**src/rtl/mux_2_1_rr_arbiter.sv**
```systemverilog
`default_nettype none
// ============================================================================
// mux_2_1_rr_arbiter : packet-locked round-robin 2:1 arbiter with one
//                      registered output stage and registered select s.
// Revision: 1.0
// ============================================================================
module mux_2_1_rr_arbiter #(
    parameter int WIDTH = 8
) (
    input  logic             clk,
    input  logic             rst_n,
    input  logic [WIDTH-1:0] a_data,
    input  logic             a_valid,
    input  logic             a_last,
    output logic             a_ready,
    input  logic [WIDTH-1:0] b_data,
    input  logic             b_valid,
    input  logic             b_last,
    output logic             b_ready,
    output logic [WIDTH-1:0] out_data,
    output logic             out_valid,
    output logic             out_last,
    input  logic             out_ready,
    output logic             s
);

    typedef enum logic [1:0] {
        IDLE   = 2'd0,
        LOCK_A = 2'd1,
        LOCK_B = 2'd2
    } state_t;

    state_t           state_q, state_d;
    logic             ptr_q, ptr_d;
    logic [WIDTH-1:0] data_q, data_d;
    logic             valid_q, valid_d;
    logic             last_q, last_d;
    logic             s_q, s_d;

    logic             load_en;
    logic             grant_a, grant_b;
    logic             acc_a, acc_b, acc;
    logic [WIDTH-1:0] sel_data;
    logic             sel_last;
    logic             sel_idx;

    assign load_en = ~valid_q | out_ready;

    always_comb begin
        grant_a  = 1'b0;
        grant_b  = 1'b0;
        state_d  = state_q;
        ptr_d    = ptr_q;
        data_d   = data_q;
        valid_d  = valid_q;
        last_d   = last_q;
        s_d      = s_q;

        case (state_q)
            IDLE: begin
                if (a_valid && b_valid) begin
                    grant_a = ~ptr_q;
                    grant_b = ptr_q;
                end else begin
                    grant_a = a_valid;
                    grant_b = b_valid;
                end
            end
            LOCK_A:  grant_a = 1'b1;
            LOCK_B:  grant_b = 1'b1;
            default: ;
        endcase

        // rst_n gating keeps both readies low while reset is held
        a_ready = rst_n & load_en & grant_a;
        b_ready = rst_n & load_en & grant_b;

        acc_a    = a_valid & a_ready;
        acc_b    = b_valid & b_ready;
        acc      = acc_a | acc_b;
        sel_idx  = acc_b;
        sel_data = acc_b ? b_data : a_data;
        sel_last = acc_b ? b_last : a_last;

        if (acc) begin
            if (sel_last) begin
                state_d = IDLE;
                ptr_d   = ~sel_idx;
            end else begin
                state_d = sel_idx ? LOCK_B : LOCK_A;
            end
        end

        if (load_en) begin
            valid_d = acc;
            if (acc) begin
                data_d = sel_data;
                last_d = sel_last;
                s_d    = sel_idx;
            end
        end
    end

    always_ff @(posedge clk or negedge rst_n) begin
        if (!rst_n) begin
            state_q <= IDLE;
            ptr_q   <= 1'b0;
            data_q  <= '0;
            valid_q <= 1'b0;
            last_q  <= 1'b0;
            s_q     <= 1'b0;
        end else begin
            state_q <= state_d;
            ptr_q   <= ptr_d;
            data_q  <= data_d;
            valid_q <= valid_d;
            last_q  <= last_d;
            s_q     <= s_d;
        end
    end

    assign out_data  = data_q;
    assign out_valid = valid_q;
    assign out_last  = last_q;
    assign s         = s_q;

endmodule
`default_nettype wire

```
**config.mk**
```make
export PLATFORM = sky130hd
export DESIGN_NAME = mux_2_1_rr_arbiter
export DESIGN_NICKNAME = d
export VERILOG_FILES = /design/src/rtl/mux_2_1_rr_arbiter.sv
export SDC_FILE = /design/constraint.sdc
export NUM_CORES = 1
export LEC_CHECK = 0
export CORE_MARGIN = 2
export CORE_UTILIZATION = 38
export DETAILED_ROUTE_END_ITERATION = 6
export GPL_ROUTABILITY_DRIVEN = 0
export PLACE_DENSITY = 0.88
export SLEW_MARGIN = 20
export SYNTH_ARGS = -nofsm -noshare
export SYNTH_HDL_FRONTEND = slang
export SYNTH_SLANG_ARGS = --single-unit
```
**constraint.sdc**
```tcl
create_clock -name clk -period 1.94 [get_ports clk]
set_input_delay 0.485 -clock clk [delete_from_list [all_inputs] [get_ports clk]]
set_output_delay 0.485 -clock clk [all_outputs]
set_load 0.1 [all_outputs]
```
==> flow_summary.yaml, run 1 <==
outcome:
  outcome: "completed"
synth:
  synth_area_leaders: "dfrtp_1 49%, nand2_1 11%, a31oi_1 7.9%, nor2_1 4.8%, buf_6 3.2%"
  post-synth-top-area-fraction_pct: 49.4
  syn-num-nets: 102
  ys_ff_latch: 14
  syn_area_um2: 709
  synth-seq-area-share_pct: 49.4
  synth_area_leader_cell: "dfrtp_1"
  netlist_instances: 79
  yosys.cell_types.count: 25
  ys_warn_count: 0
  synth.avg_cell_area_um2: 8.98
floorplanning:
  dieArea_um2: 2230
  fp.dieH_um: 47.2
  rows: 15
  die_x_um: 47.2
  start_util_pct: 40.6
  core_region_area_um2: 1750
  ioPinCount: 36
sta:
  slew-limit-headroom_pct: 77.7
  grt_setup_unrepaired: "no"
  finClkSkew_ns: 0.00542
  clock.fmax_ghz: 0.534
  hold_ws_ns: 0.379
  setup_viol_count_final: 0
  maxSlewViolCount: 0
  min_period_ns: 1.87
  post-route-period-util_pct: 96.5
  worstMarginPinSlew_ns: 0.331
  hold_viol_final: 0
global_routing:
  grt_overflow: 0
  grt_max_degree: 15
  grt_pass1_wl_um: 3360
  grt_pass1_vias: 769
  grt.total_usage_pct: 22.6
  grt_antenna_before_repair: 0
placed_design:
  dp.cells: 143
  portBuffers: 35
  hpwl_um: 1660
detailed_routing:
  routed_wl_um: 2070
  ant_nets: 0
  wire_per_inst_um: 14.0
  drtIter0Drc: 6
  drt_pre_antenna_iters: 4
  vias: 744
  viasPerCell: 5.03
  drcViolationCount: 0
power_and_ir_drop:
  switching_share_pct: 53.9
  power_frac_comb_pct: 69.1
  clkPwrFrac_pct: 8.2
  seq_power_share_pct: 22.7
  intPower_mw: 1.24
  leakagePower_nw: 0.597
  p_sw_mw: 1.45
  ir_drop_v: 0.00123
  cellPowerDensity_nw_per_um2: 1970
cells_and_area:
  final_common_cell: "nand2_1"
  instances_no_fill: 148
  final_layout_size_suffix_gt1_share_pct: 30.9
  final_cell_mix: "19 x nand2_1, 18 x clkdlybuf4s50_1, 15 x buf_12"
  final_nets: 147
  final-seq-area_um2: 354
  fillers: 120
  antenna_cells: 0
  syn_to_final_growth_pct: 91.9
  finish.utilization_pct: 78.0
  multiInputGateArea_um2: 364
critical_path:
  required_ns: 1.45
  crit_type: "in -> out"
  cp-end-kind: "output pin"
  start_kind: "primary input"
  crit_arrival_ns: 1.39
  critPathMaxFanout: 2
clock_network:
  clockRootBuffer: "clkbuf_4"
  cts_tree: "built"
  cts_max_level: 1
  clkSlewWorstSetupHoldPaths_ns: 0.09
  cts_sinks: 14
  cts_inserted_buffers: 3
  clk_latency_ns: 0.29
  clk_path_buf_depth: 2
worst_hold_path:
  hold_path_class: "in -> async"
flow_run:
  cap_viol_max_count: 0
## through the flow
step                setup WS [ns]  area, µm²  setup TNS, ns  power, mW
finish                     0.0682       1360              0       2.69
detailed placement         -0.188       1320          -1.73       2.47
floorplan                  -0.192        751         -0.384       1.72
global placement           -0.169       1320         -0.988       2.43
global route               0.0272       1360              0       2.79
CTS                        0.0735       1360              0       2.70
## layer usage
layer	vias to the layer above	global-route usage [%]	wire length, µm
li1	362	-	-
met3	8	5.77	103
met1	348	24.6	840
met4	0	13.3	87
met2	26	39.5	1040
met5	-	0	0
## worst max-delay path: stages
cell and delay [ns]:
dlygate4sd2_1 0.24, or2b_1 0.16, a21oi_2 0.07, nor3_4 0.23
buf_12 0.20
## timing repair
item | CTS | global route
buffers inserted | 1 | 0
resized for setup | 6 | 0
hold buffers | 0 | 0
setup endpoints to repair | 2 | 0
## cells by family after synthesis
| family | after synthesis | synth area share, % |
|---|---|---|
| compound gates | 16 | 15.0 |
| buf+inv | 6 | 5.64 |
| flops | 14 | 49.4 |
| mux | 1 | 1.59 |
| simple gates | 42 | 28.4 |
## flip-flops by register name, summed over array words and instances, names as in the netlist
name / flops
out_last: 1
s: 1
out_valid: 1
out_data: 8
ptr_q: 1
state_q: 2
## cells in the mapped netlist
library cell,n
nand2b_1,1
o22ai_1,1
a31oi_1,9
nor4b_1,1
buf_6,2
buf_2,2
nand2_2,1
o21ai_0,1
and2b_2,1
dfrtp_1,14
and4_4,1
inv_1,2
nor2_1,9
o211a_1,1
or3b_1,1
o211ai_1,1
nand2_1,20
nor2b_1,2
nor3_1,2
a32o_2,1
a21oi_1,2
nor2_2,1
nand4_1,1
or2b_1,1
mux2_1,1
## power groups by stage
| stage | Sequential, mW | Clock (mW) | Combinational, mW |
|---|---|---|---|
| 4_1_cts | 0.612 | 0.224 | 1.87 |
| 3_5_place_dp | 0.615 | 0 | 1.86 |
| 5_1_grt | 0.629 | 0.238 | 1.93 |
| 6_report | 0.609 | 0.219 | 1.86 |
| 2_1_floorplan | 1.35 | 0 | 0.364 |
| 3_3_place_gp | 0.603 | 0 | 1.83 |
## final timing paths
check,from,end,slack [ns],depth (start not counted)
setup / recovery,a_valid,b_ready,0.07,5
hold / removal,rst_n,out_last$_DFFE_PN0P_,0.38,2
setup reg to reg,out_valid$_DFFE_PN0N_,state_q[0]$_DFFE_PN0P_,0.38,6
hold reg to reg,ptr_q$_DFFE_PN0P_,ptr_q$_DFFE_PN0P_,0.57,1
max in group asynchronous,rst_n,out_valid$_DFFE_PN0N_,1.35,2
min in group clk,ptr_q$_DFFE_PN0P_,ptr_q$_DFFE_PN0P_,0.57,1
## cell type report
cell class / count / area share, %
clock buffers: 4 / 2.67
inverters: 2 / 0.551
multi-input cells: 59 / 26.7
flip-flops and latches: 14 / 26.0
repair buffers: 44 / 41.7
well taps: 25 / 2.30
No activity file was read; power rests on OpenSTA's default activity.
==> run 2: changes to the inputs <==
Settings changed: HOLD_SLACK_MARGIN set to 0.05.
==> results of run 2 <==
The final DEF is identical to that of run 1; final timing and power are the same.
==> run 3: changes to the inputs <==
Settings changed: TNS_END_PERCENT set to 1.
==> run 3 against run 2 <==
Against the previous run: die area is the same; critical path depth is the same; design area shrank 1.7%; core utilization shrank 1.3 points; register-to-register slack is essentially flat; final cell count is the same; critical path type unchanged; largest cell class unchanged.
==> flow_summary.yaml, run 3 (synthesis results as in run 1) <==
cells_and_area:
  final_cell_mix: "19 x nand2_1, 18 x clkdlybuf4s50_1, 14 x buf_12"
  final_layout_size_suffix_gt1_share_pct: 30.1
  multiInputGateArea_um2: 364
  antenna_cells: 0
  largest_reg_flops: 8
  final_nets: 147
  final_common_cell: "nand2_1"
  finish.utilization_pct: 76.7
  fillers: 114
  final-seq-area_um2: 354
  syn_to_final_growth_pct: 88.7
critical_path:
  cp_cell_sequence: "dlygate4sd2_1 -> or2b_1 -> a21oi_2 -> nor3_4 -> buf_12"
  crit_type: "in -> out"
  cp-end-kind: "output pin"
  slowest_stage: "or2b_1"
  max_stage_delay_ns: 0.24
  critPathMaxFanout: 2
  crit_arrival_ns: 1.40
  cp_top_family: "buffers and inverters"
  start_kind: "primary input"
  critPathBufInv: 2
  required_ns: 1.45
detailed_routing:
  top_layer_used: "met4"
  drcViolationCount: 0
  drt-met1-wl_um: 854
  vias: 765
  wire_per_inst_um: 13.9
  viasPerCell: 5.17
  met2_length_um: 1060
  drtIter0Drc: 10
  ant_nets: 0
  routed_wl_um: 2050
  drt_pre_antenna_iters: 4
  met3_length_um: 81
sta:
  post-route-period-util_pct: 97.3
  hold_viol_final: 0
  setup_viol_count_final: 0
  worst_slack_ns: 0.0514
  finClkSkew_ns: 0.00782
  min_period_ns: 1.89
  worstMarginPinSlew_ns: 0.276
  slew-limit-headroom_pct: 81.4
  clock.fmax_ghz: 0.530
  maxSlewViolCount: 0
global_routing:
  grt_pass1_wl_um: 3150
  grt_overflow: 0
  grt_max_degree: 15
  grt_pass1_vias: 681
  grt.total_usage_pct: 21.9
  grt_antenna_before_repair: 0
placed_design:
  dpl_worst_slack_ns: -0.243
  hpwl_um: 1610
  portBuffers: 35
floorplanning:
  dieArea_um2: 2230
  core_region_area_um2: 1750
  fp.dieH_um: 47.2
  start_util_pct: 40.6
  ioPinCount: 36
  die_x_um: 47.2
  rows: 15
flow_run:
  cap_viol_max_count: 0
clock_network:
  clk_path_buf_depth: 2
  cts_max_level: 1
  cts_sinks: 14
  cts_tree: "built"
  clk_latency_ns: 0.29
  clkSlewWorstSetupHoldPaths_ns: 0.08
  ctsHoldBuffers: 0
  clockRootBuffer: "clkbuf_4"
  cts_inserted_buffers: 3
worst_hold_path:
  hold_path_class: "in -> async"
outcome:
  outcome: "completed"
## run 3: changes by cell type in the layout (fill, tap and decap cells not counted)
| cell | delta |
|---|---|
| buf_4 | +1 |
| buf_12 | -1 |
| clkbuf_8 | -1 |
| clkbuf_1 | +1 |
## run 3: worst paths after layout
check,from,to,slack (ns),cells after the start
max in group asynchronous,rst_n,out_valid$_DFFE_PN0N_,1.37,2
min,rst_n,out_last$_DFFE_PN0P_,0.37,2
min reg2reg,out_data[6]$_DFFE_PN0P_,out_data[6]$_DFFE_PN0P_,0.59,2
max,a_valid,b_ready,0.05,5
min in group clk,out_data[6]$_DFFE_PN0P_,out_data[6]$_DFFE_PN0P_,0.59,2
max reg2reg,ptr_q$_DFFE_PN0P_,out_data[5]$_DFFE_PN0P_,0.39,6
## run 3: final cells by class
cell class                      count  area share [%]
Sequential cell                    14            26.4
Multi-Input combinational cell     59            27.2
Clock buffer                        4            1.96
Timing Repair Buffer               44            41.5
Tap cell                           25            2.34
Inverter                            2           0.561
## run 3: per-layer routing
metal | vias up | global-route usage [%]
li1 | 362 | -
met5 | - | 0
met2 | 23 | 35.6
met1 | 373 | 25.9
met4 | 0 | 12.8
met3 | 7 | 6.15
## run 3: repair_timing
| action | CTS | global route |
|---|---|---|
| pin swaps | 3 | 1 |
| setup endpoints to repair | 2 | 1 |
| cloned | 0 | 0 |
| gates resized for setup | 6 | 0 |
| buffers inserted | 0 | 1 |
## run 3: worst reg2reg max path, stage by stage, from the launching register on
cell and delay (ns):
dfrtp_1 0.41, buf_4 0.15, or3b_1 0.37, nand4_1 0.11
buf_4 0.19, nand2_1 0.07, a31oi_1 0.18
## run 3: per-stage QoR
| step | cell area (µm²) | hold slack (ns) | std cells | setup TNS (ns) |
|---|---|---|---|---|
| after global routing | 1340 | 0.416 | 148 | -0.00664 |
| after detailed placement | 1300 | 0.545 | 143 | -1.73 |
| after global placement | 1300 | 0.529 | 143 | -1.07 |
| after CTS | 1330 | 0.374 | 147 | 0 |
| after floorplan | 751 | 0.189 | 79 | -0.367 |
| final | 1340 | 0.372 | 148 | 0 |
Power of run 3 is not shown: default switching activity piles up to over one toggle a cycle in this logic, so the estimate is an artifact.
